$ cat src/rtl/mux_scan_nch.sv
// mux_scan_nch: registered N:1 channel mux with manual select and auto-scan dwell mode.
// Define MUX_SCAN_MASK_EN to add a ch_mask input that skips disabled channels.
module mux_scan_nch #(
  parameter int NCH = 4,
  parameter int W = 1,
  parameter int DWELL = 4,
  localparam int SELW = $clog2(NCH)
) (
  input  logic            clk,
  input  logic            rst,
  input  logic [NCH*W-1:0] a,
  input  logic [SELW-1:0] sel,
  input  logic            mode,
`ifdef MUX_SCAN_MASK_EN
  input  logic [NCH-1:0]  ch_mask,
`endif
  output logic [W-1:0]    y,
  output logic [SELW-1:0] y_sel,
  output logic            y_valid,
  output logic            chg,
  output logic            sel_err
);
  localparam int CW = $clog2(DWELL) + 1;
  localparam int NS = 2 ** SELW;
  typedef enum logic {MANUAL, SCAN} state_t;
  state_t state;
  logic [CW-1:0] cnt;
  logic [SELW-1:0] ptr, nxt, idx;
  logic [W-1:0] ch [NS];
  logic [NCH-1:0] en;
  logic [NS-1:0] en_ext;
  logic ok, any, expire;
`ifdef MUX_SCAN_MASK_EN
  assign en = ch_mask;
`else
  assign en = '1;
`endif
  // Pad the channel table to a power of two so any sel value indexes safely.
  for (genvar i = 0; i < NS; i++) begin : g_ch
    if (i < NCH) begin : g_in
      assign ch[i] = a[i*W +: W];
    end else begin : g_pad
      assign ch[i] = '0;
    end
  end
  always_comb begin
    en_ext = NS'(en);
    ok = en_ext[sel];
    any = |en;
    expire = cnt == CW'(DWELL - 1);
    idx = '0;
    nxt = ptr;
    // Descending search so the nearest enabled channel above ptr wins.
    for (int k = NCH; k >= 1; k--) begin
      idx = (int'(ptr) + k >= NCH) ? SELW'(int'(ptr) + k - NCH) : SELW'(int'(ptr) + k);
      if (en_ext[idx]) nxt = idx;
    end
  end
  always_ff @(posedge clk or posedge rst) begin
    if (rst) begin
      state <= MANUAL;
      cnt <= '0;
      ptr <= '0;
      y <= '0;
      y_sel <= '0;
      y_valid <= 1'b0;
      chg <= 1'b0;
      sel_err <= 1'b0;
    end else begin
      y_valid <= 1'b1;
      if (!mode) begin
        state <= MANUAL;
        cnt <= '0;
        y <= ok ? ch[sel] : '0;
        y_sel <= ok ? sel : y_sel;
        chg <= ok && sel != y_sel;
        sel_err <= !ok;
      end else if (state == MANUAL) begin
        state <= SCAN;
        cnt <= '0;
        ptr <= y_sel;
        y <= any ? ch[y_sel] : '0;
        chg <= 1'b0;
        sel_err <= 1'b0;
      end else begin
        cnt <= expire ? '0 : cnt + 1'b1;
        sel_err <= 1'b0;
        if (expire && any) begin
          ptr <= nxt;
          y_sel <= nxt;
          y <= ch[nxt];
          chg <= nxt != y_sel;
        end else begin
          y <= any ? ch[ptr] : '0;
          chg <= 1'b0;
        end
      end
    end
  end
endmodule

$ cat config.mk
export PLATFORM = sky130hd
export DESIGN_NAME = mux_scan_nch
export DESIGN_NICKNAME = d
export VERILOG_FILES = /design/src/rtl/mux_scan_nch.sv
export SDC_FILE = /design/constraint.sdc
export NUM_CORES = 1
export LEC_CHECK = 0
export BUFFER_PORTS_ARGS = -buffer_cell sky130_fd_sc_hd__buf_2
export CAP_MARGIN = 20
export CORE_UTILIZATION = 36
export CTS_BUF_LIST = sky130_fd_sc_hd__clkbuf_2 sky130_fd_sc_hd__clkbuf_4 sky130_fd_sc_hd__clkbuf_8
export DETAILED_ROUTE_END_ITERATION = 10
export HOLD_SLACK_MARGIN = 0.15
export PLACE_DENSITY = 0.59
export SYNTH_ARGS = -nofsm -noshare
export SYNTH_HDL_FRONTEND = slang
export SYNTH_SLANG_ARGS = --single-unit
$ cat constraint.sdc
create_clock -name clk -period 2.2 [get_ports clk]
set_clock_uncertainty 0.15 [all_clocks]
set_input_delay 0.11 -clock clk [delete_from_list [all_inputs] [get_ports clk]]
set_output_delay 0.11 -clock clk [all_outputs]
set_load 0.02 [all_outputs]
**Yosys cells after proc, flatten, opt, wreduce, memory -nomap -nowiden**

Cells that the tools add are included.

- Input bits: 9
- Bits in registers: 12
- Word-level logic and storage cells: 92
- Output and inout bits: 6

- Add/sub/neg operators: 9
- Reduce and logical (&&, ||, !) cells: 5
- Magnitude comparators: 13
- Bitwise operators: 4
- Muxes and demuxes: 47
- Eq/ne operators: 6

Operator list:

| cell | number |
|---|---|
| $mux 2 | 13 |
| $mux 1 | 22 |
| $ge 3x3->1 const B | 7 |
| $bmux 1 s2 | 9 |
| $lt 2x3->1 const B | 5 |
| $not 2->3 | 4 |
| $mux 3 | 3 |
| $sub 2x1->2 const B | 4 |
| $add 2x2->3 const B | 2 |
| $ne 2x1->1 const B | 3 |
| $add 2x3->4 const B | 1 |
| $ge 4x3->1 const B | 1 |
| $ne 2x2->1 | 2 |
| $add 2x1->3 const B | 1 |
| $add 3x1->3 const B | 1 |
| $eq 3x2->1 const B | 1 |
| $reduce_and 3->1 | 1 |
| $reduce_and 2->1 | 1 |
| $reduce_bool 2->1 | 1 |
| $logic_and 1x1->1 | 1 |
| $logic_not 1->1 | 1 |

**Longest topological paths before layout**

Gate-level depths: netlist (run 1).

- Depth in word-level cells: 16
- Gate-level depth with buffers: 5
- Gate-level depth less buffers: 5

**Worst setup path after synthesis (run 1)**

Ideal clock, no wire load.

- Path type: register to register
- From: register y_sel[0]
- To: register y
- Stages on the path, launching flop included: 4
- Data required time: 1.931 ns
- Path buffers: 0
- Arrival time: 1.455 ns
- Library setup time: 0.119 ns
- Clock period less this slack: 1.724 ns
- Setup slack: 0.476 ns
- Cell sequence: dfrtp_1 -> mux4_1 -> a31oi_1 -> a21bo_1

- Cells in the longest elaborated chain, start to end: 6

RTL lines:

| what | line | RTL |
|---|---|---|
| from (decl) | 18 | `output logic [SELW-1:0] y_sel,` |
| from (signal assigned) | 75 | `y_sel <= ok ? sel : y_sel;` |
| from (signal assigned) | 90 | `y_sel <= nxt;` |
| $not 2->3 (not written as such) | 82 | `y <= any ? ch[y_sel] : '0;` |
| $bmux 1 s2 | 82 |  |
| $mux 1 (not written as such) (2 in a row) | 82 |  |
| $mux 1 | 78 | `end else if (state == MANUAL) begin` |
| $mux 1 | 71 | `if (!mode) begin` |
| to (signal assigned) | 74 | `y <= ok ? ch[sel] : '0;` |
| to (signal assigned) | 82 |  |
| to (signal assigned) | 91 | `y <= ch[nxt];` |
| to (decl) | 17 | `output logic [W-1:0] y,` |

No other way between the ends. The select of a mux whose other input is x is not followed.
A chain may end at the register's enable or synchronous reset.

**Final worst setup path (run 1)**

- From: register cnt[0]
- To: register y

- Cells in the longest elaborated chain, start to end: 4

RTL lines:

| what | line | RTL |
|---|---|---|
| from (decl) | 27 | `logic [CW-1:0] cnt;` |
| from (signal assigned) | 86 | `cnt <= expire ? '0 : cnt + 1'b1;` |
| $eq 3x2->1 | 50 | `expire = cnt == CW'(DWELL - 1);` |
| $mux 1 | 88 | `if (expire && any) begin` |
| $mux 1 | 78 |  |
| $mux 1 | 71 |  |

No other way between the ends.

==> flow_metrics.py, run 1 <==
metrics = {
    "run_status": {
        "outcome": "completed",
    },
    "clock_tree": {
        "cts.sinks": 11,
        "cts-resized-gates": 0,
        "post_cts_buffers": 0,
        "cts_buffer_depth": 2,
        "clock_tree.root_cell": "clkbuf_4",
        "cts_buffers": 3,
        "tritoncts": "yes",
        "htree_num_levels": 1,
        "clkTransAtPathRegs_ps": 80,
        "clkLatencyLatePin_ps": 280,
    },
    "yosys": {
        "synth_top_cell_area_share_pct": 42.5,
        "yosys.area.top_type": "dfrtp_1",
        "synth_seq_area_share_pct": 42.5,
        "synthTopCellsByArea": "dfrtp_1 42%, xnor2_1 5.4%, mux4_1 4.1%",
        "synth_area_um2": 648,
        "yosys_warnings": 0,
        "async_flop_share_pct": 100,
        "synth_flop_cell": "dfrtp_1",
        "yosys.cell_types.count": 31,
        "synth_seq_cells": 11,
        "synthesis.nets": 74,
        "synth_cells": 64,
        "avgSynthCellArea_um2": 10.1,
        "synth_edf_count": 0,
    },
    "global_routing": {
        "grt_max_degree": 15,
        "grt_pass1_wl_mm": 2.09,
        "grt-ovfl-total": 0,
        "grt_pass1_vias": 475,
        "antenna_found_initial": 0,
        "grt_usage_pct": 15.4,
    },
    "placed_design": {
        "gp_congestion": 0.738,
        "hpwlAfterDp_um": 931,
        "port_buffers": 13,
    },
    "routing": {
        "vias": 498,
        "drc_errors": 0,
        "totalWireLength_mm": 1.24,
        "drtPass1Iterations": 2,
        "vias_per_cell": 4.70,
        "wl_per_cell_um": 11.7,
        "drt_first_iter_violations": 3,
        "ant_nets": 0,
    },
    "run": {
        "maxCapViolCount": 0,
    },
    "critical_path": {
        "required_ps": 2220,
        "crit_chain": "ha_1, nor2b_1, nand2_1, o22a_1, a21bo_1",
        "crit_start": "cnt[0]$_DFF_PP0_",
        "rr_startpoint": "cnt[0]$_DFF_PP0_",
        "crit_fanout": 6,
        "rr_endpoint": "y$_DFF_PP0_",
        "criticalPathCategory": "flop to flop",
        "r2r_cells": 5,
        "crit_path_max_incr_delay_ps": 360,
        "cp.arrival_ps": 1730,
        "end_kind": "flop",
        "slowest_stage": "dfrtp_1",
        "startpoint_type": "flop",
        "rrSetupSlack_ps": 490,
        "cp-endpoint": "y$_DFF_PP0_",
    },
    "sta": {
        "drv_slew": 0,
        "finalSetupTns_ps": 0,
        "max_freq_ghz": 0.584,
        "finalHoldViolations": 0,
        "period_needed_ps": 1710,
        "period_share_pct": 77.9,
        "whs_ps": 159,
        "setup_viol": 0,
        "rsz0062_at_grt": "false",
    },
    "layout": {
        "final_cell_mix": "13 x buf_2, 11 x dfrtp_1, 7 x nand2_1",
        "areaGrowthSynthToFinish_pct": 22.6,
        "fin_nets": 93,
        "drive_gt1_share_pct": 25.6,
        "antenna_cells": 0,
        "finalCoreUtilization_pct": 49.8,
        "final_common_cell": "buf_2",
    },
    "pwr": {
        "ir_drop_mv": 0.402,
        "p_per_area_nw_per_um2": 639,
        "leakagePower_uw": 0.000378,
        "finalPower_uw": 508,
    },
    "floorplan": {
        "io_pins": 15,
        "die_h_um": 44.4,
        "dieArea_um2": 1970,
        "placementRows": 14,
        "initial_core_util_pct": 40.7,
        "die_w_um": 44.4,
        "core_um2": 1590,
    },
    "hold_path": {
        "hold_class": "input port to flop",
        "hold_depth": 4,
    },
}
-- synth_stat cells (2+ instances only) --
cell type,number
a21oi_1,3
a31oi_1,2
conb_1,2
dfrtp_1,11
inv_1,2
mux2_1,2
mux2i_1,2
nand2_1,7
nor2_1,3
nor2b_1,3
nor3b_1,3
o21ai_1,2
xnor2_1,4
-- power breakdown --
part	internal [uW]	switching (uW)	leakage [uW]
sequential	220	26.8	0.000135
clock	67.5	73.1	0.0000177
combinational	63.5	57.2	0.000225
-- cell type report --
cell class                      instances  area [um^2]
Inverter                                2         7.51
Clock inverter                          1         5.00
Clock buffer                            3         22.5
Timing Repair Buffer                   17          105
Tap cell                               24         30.0
Multi-Input combinational cell         48          349
Fill cell                             150          800
Sequential cell                        11          275
-- worst min path at each step --
stage / end / slack, ps / start
5_1_grt: y$_DFF_PP0_ / 180 / a[1]
4_1_cts: y$_DFF_PP0_ / 160 / a[1]
2_1_floorplan: chg$_DFF_PP0_ / -190 / rst
3_5_place_dp: y_sel[1]$_DFFE_PP0P_ / -30 / rst
6_report: y$_DFF_PP0_ / 160 / a[1]
3_3_place_gp: chg$_DFF_PP0_ / -30 / rst
-- critical path: cells and delay by family, from the launching register on --
| family | cells | cell delay, ps |
|---|---|---|
| compound gates | 2 | 400 |
| simple gates | 2 | 510 |
| flops | 1 | 360 |
| fa+ha+maj | 1 | 180 |
-- cell families after synthesis --
group | count (synthesis) | synth area share [%]
AO/OA/AOI/OAI | 13 | 12.7
buffers and inverters | 5 | 3.67
multiplexers | 7 | 15.8
AND/OR/NAND/NOR | 21 | 16.8
XOR/XNOR | 4 | 5.40
flip-flops | 11 | 42.5
adder cells (fa/ha/maj) | 1 | 1.93
other | 2 | 1.16
-- flip-flops by register name (all words and copies together), names as in the netlist --
register and flops:
cnt 3, ptr 2, y_sel 2, chg 1, state 1, y 1
y_valid 1
-- layer usage --
metal  GRT usage (%)  wire length [um]  up-vias
met5               0                 0        -
met4            5.45                12        0
met3            6.12                45        3
met2            23.5               562        9
met1            19.8               622      228
li1                -                 -      258
-- stage by stage --
| step | setup slack (ps) | instance area, um^2 | cells |
|---|---|---|---|
| 6_report | 486 | 795 | 106 |
| 5_1_grt | 386 | 795 | 106 |
| 4_1_cts | 489 | 795 | 106 |
| 3_5_place_dp | 519 | 727 | 98 |
| 3_3_place_gp | 518 | 727 | 98 |
| 2_1_floorplan | 476 | 648 | 64 |
-- repair_timing --
item,in CTS,in global routing
setup endpoints to repair,0,0
hold endpoints to repair,19,0
hold buffers,4,0
Power figures use the tool's default switching activity.
==> run 2, diff against run 1 <==
--- a/config.mk
+++ b/config.mk
@@ -5,13 +5,14 @@
 export SDC_FILE = /design/constraint.sdc
 export NUM_CORES = 1
 export LEC_CHECK = 0
+export ABC_AREA = 1
 export BUFFER_PORTS_ARGS = -buffer_cell sky130_fd_sc_hd__buf_2
 export CAP_MARGIN = 20
 export CORE_UTILIZATION = 36
 export CTS_BUF_LIST = sky130_fd_sc_hd__clkbuf_2 sky130_fd_sc_hd__clkbuf_4 sky130_fd_sc_hd__clkbuf_8
 export DETAILED_ROUTE_END_ITERATION = 10
 export HOLD_SLACK_MARGIN = 0.15
-export PLACE_DENSITY = 0.59
+export PLACE_DENSITY = 0.58
 export SYNTH_ARGS = -nofsm -noshare
 export SYNTH_HDL_FRONTEND = slang
 export SYNTH_SLANG_ARGS = --single-unit
==> constraint.sdc (replaced) <==
create_clock -name clk -period 1.65 [get_ports clk]
set_clock_uncertainty 0.15 [all_clocks]
set_input_delay 0.0825 -clock clk [delete_from_list [all_inputs] [get_ports clk]]
set_output_delay 0.0825 -clock clk [all_outputs]
set_load 0.02 [all_outputs]
==> run 2 against run 1 <==
Effect of this change: register-to-register slack got worse by 180 ps; hold slack got worse by 1.7 ps; count of clock-buffer cells in the layout is the same; synthesized area grew 13%; utilization is 1.9 points lower; fmax increased by 27%; global-route usage is 1.9 points higher; sequential share of layout area down 3.1 points; cell area grew 9.8%; die area is 13% higher; non-clock buffer count stayed put; via count up 39%; critical path type unchanged; largest cell class unchanged.
==> flow_metrics.py, run 2 <==
metrics = {
    "run_status": {
        "outcome": "completed",
    },
    "clock_tree": {
        "cts-resized-gates": 0,
        "clock_tree.root_cell": "clkbuf_4",
        "clkTransAtPathRegs_ps": 70,
        "cts_buffer_depth": 2,
        "htree_num_levels": 1,
        "clkLatencyLatePin_ps": 270,
        "post_cts_buffers": 0,
        "tritoncts": "yes",
        "cts.sinks": 11,
        "cts_buffers": 3,
    },
    "yosys": {
        "synth_cells": 108,
        "synth_flop_cell": "dfrtp_1",
        "yosys_warnings": 0,
        "avgSynthCellArea_um2": 6.80,
        "synthesis.nets": 118,
        "synth_seq_area_share_pct": 37.5,
        "synth_area_um2": 734,
        "synthTopCellsByCount": "43 x nand2_1, 13 x inv_1, 11 x dfrtp_1",
        "synth_edf_count": 0,
        "async_flop_share_pct": 100,
        "synth_seq_cells": 11,
        "yosys.cell_types.count": 21,
        "yosys.area.top_type": "dfrtp_1",
        "synth_top_cell_area_share_pct": 37.5,
        "yosysMostFrequentCell": "nand2_1",
        "synthTopCellsByArea": "dfrtp_1 37%, nand2_1 22%, inv_1 6.6%",
    },
    "floorplan": {
        "placementRows": 15,
        "io_pins": 15,
        "dieArea_um2": 2230,
        "initial_core_util_pct": 40.3,
        "die_h_um": 47.2,
        "core_um2": 1820,
        "die_w_um": 47.2,
    },
    "layout": {
        "regMostFlops": "cnt",
        "fin_nets": 137,
        "reg.largest.list": "cnt: 3 flops, ptr: 2 flops, y_sel: 2 flops",
        "final_common_cell": "nand2_1",
        "drive_gt1_share_pct": 23.0,
        "areaGrowthSynthToFinish_pct": 18.7,
        "antenna_cells": 0,
        "largest_reg_flops": 3,
        "regArea_um2": 275,
        "multiInputGateArea_um2": 355,
        "fill_cells": 188,
        "final_cell_mix": "43 x nand2_1, 13 x inv_1, 13 x buf_2",
    },
    "routing": {
        "totalWireLength_mm": 1.55,
        "ant_nets": 0,
        "wl_per_cell_um": 10.3,
        "drc_errors": 0,
        "vias": 692,
        "drtPass1Iterations": 4,
        "drt_first_iter_violations": 25,
        "vias_per_cell": 4.58,
    },
    "sta": {
        "finalHoldViolations": 0,
        "drv_slew": 0,
        "period_share_pct": 81.5,
        "rsz0062_at_grt": "false",
        "period_needed_ps": 1350,
        "finalSetupTns_ps": 0,
        "max_freq_ghz": 0.743,
        "whs_ps": 158,
        "setup_viol": 0,
    },
    "hold_path": {
        "hold_start": "a[1]",
        "hold_class": "input port to flop",
    },
    "run": {
        "maxCapViolCount": 0,
    },
    "global_routing": {
        "grt_pass1_wl_mm": 2.55,
        "grt_usage_pct": 17.3,
        "antenna_found_initial": 0,
        "grt_pass1_vias": 615,
        "grt_max_degree": 12,
        "grt-ovfl-total": 0,
    },
    "critical_path": {
        "end_kind": "flop",
        "crit_path_frequent_cell": "nand2_1",
        "rr_startpoint": "cnt[0]$_DFF_PP0_",
        "cp.arrival_ps": 1340,
        "crit_chain": "ha_1, inv_2, nor2_4, nand2_1, nor2_1, nand2_1, o221ai_1",
        "criticalPathCategory": "flop to flop",
        "worst_path_dominant_cell_family": "flip-flops",
        "required_ps": 1640,
        "crit_start": "cnt[0]$_DFF_PP0_",
        "crit_fanout": 3,
        "worst-path-buf-inv": 1,
        "slowest_stage": "dfrtp_1",
        "startpoint_type": "flop",
        "crit_path_max_incr_delay_ps": 380,
    },
    "pwr": {
        "leakagePower_uw": 0.000494,
        "ir_drop_mv": 0.582,
        "p_per_area_nw_per_um2": 824,
    },
    "placed_design": {
        "hpwlAfterDp_mm": 1.21,
        "port_buffers": 13,
        "gp_congestion": 0.785,
    },
}
[run 2: cell count changes after synthesis, moves of 3 or more]
cell / previous run / this run
nor2b_1: 3 / 0
inv_1: 2 / 13
nand3_1: 1 / 8
nand2_1: 7 / 43
xor2_1: 0 / 3
xnor2_1: 4 / 0
nor3b_1: 3 / 0
a21oi_1: 3 / 0
inv_2: 0 / 6
[run 2: logic make-up (layout without fill, tap and decap cells)]
kind of cell / Yosys count / count (layout) / share of synthesized area, %
compound gates: 8 / 8 / 7.15
fa+ha+maj: 1 / 1 / 1.70
flops: 11 / 11 / 37.5
other cells: 2 / 2 / 1.02
xor+xnor: 3 / 3 / 3.58
simple gates: 60 / 60 / 34.9
buf+inv: 23 / 41 / 14.1
[run 2: power by group]
| group | internal [uW] | switching, uW | leakage [uW] | total (uW) |
|---|---|---|---|---|
| clock network | 89.8 | 93.8 | 0.0000177 | 184 |
| registers | 294 | 33.2 | 0.000138 | 327 |
| logic | 78.8 | 129 | 0.000338 | 208 |
[run 2: path summary, 6_finish.rpt]
path                                   endpoint  slack (ps)  cells after the start
max in group asynchronous           y$_DFF_PP0_         870                      3
min in group asynchronous      cnt[2]$_DFF_PP0_         190                      3
min                                 y$_DFF_PP0_         160                      9
min reg2reg                    cnt[0]$_DFF_PP0_         280                      1
max                        y_sel[0]$_DFFE_PP0P_         300                      7
max reg2reg                y_sel[0]$_DFFE_PP0P_         300                      7
[run 2: layout make-up]
type	count	area share (%)
clock buffer	3	2.58
clock inverter	1	0.574
inverter	20	8.90
multi-input combinational	74	40.7
sequential	11	31.6
tap	25	3.59
timing repair buffer	17	12.1
[run 2: tightest hold or removal path, cell delays in order]
cell and delay, ps:
buf_2 90, nand2_1 50, nand2_1 50, nand2_1 50, nand2_1 50, nand2_1 40, nand2_1 50, nand2_1 50
nand2_1 50
[run 2: routing by layer]
layer  GRT usage (%)  vias to the layer above  part of all wire [%]
li1                -                      358                     -
met4            8.00                        0                   2.1
met1            22.0                      305                    47
met5               0                        -                     0
met3            7.69                        4                   6.1
met2            25.3                       25                    44
[run 2: repair_timing]
action / 4_1_cts / 5_1_grt
hold endpoints to repair: 19 / 0
hold buffers: 4 / 0
endpoints found under the setup margin: 0 / 0
[run 2: through the flow]
stage               total power (uW)  util, %  instances  area (um^2)  setup WS, ps
floorplan                        487        -        108          734           379
global placement                 532     44.2        143          805           293
detailed placement               531     44.2        143          805           326
CTS                              730     47.9        151          872           302
global route                     778     47.9        151          872           201
finish                           719     47.9        151          872           305
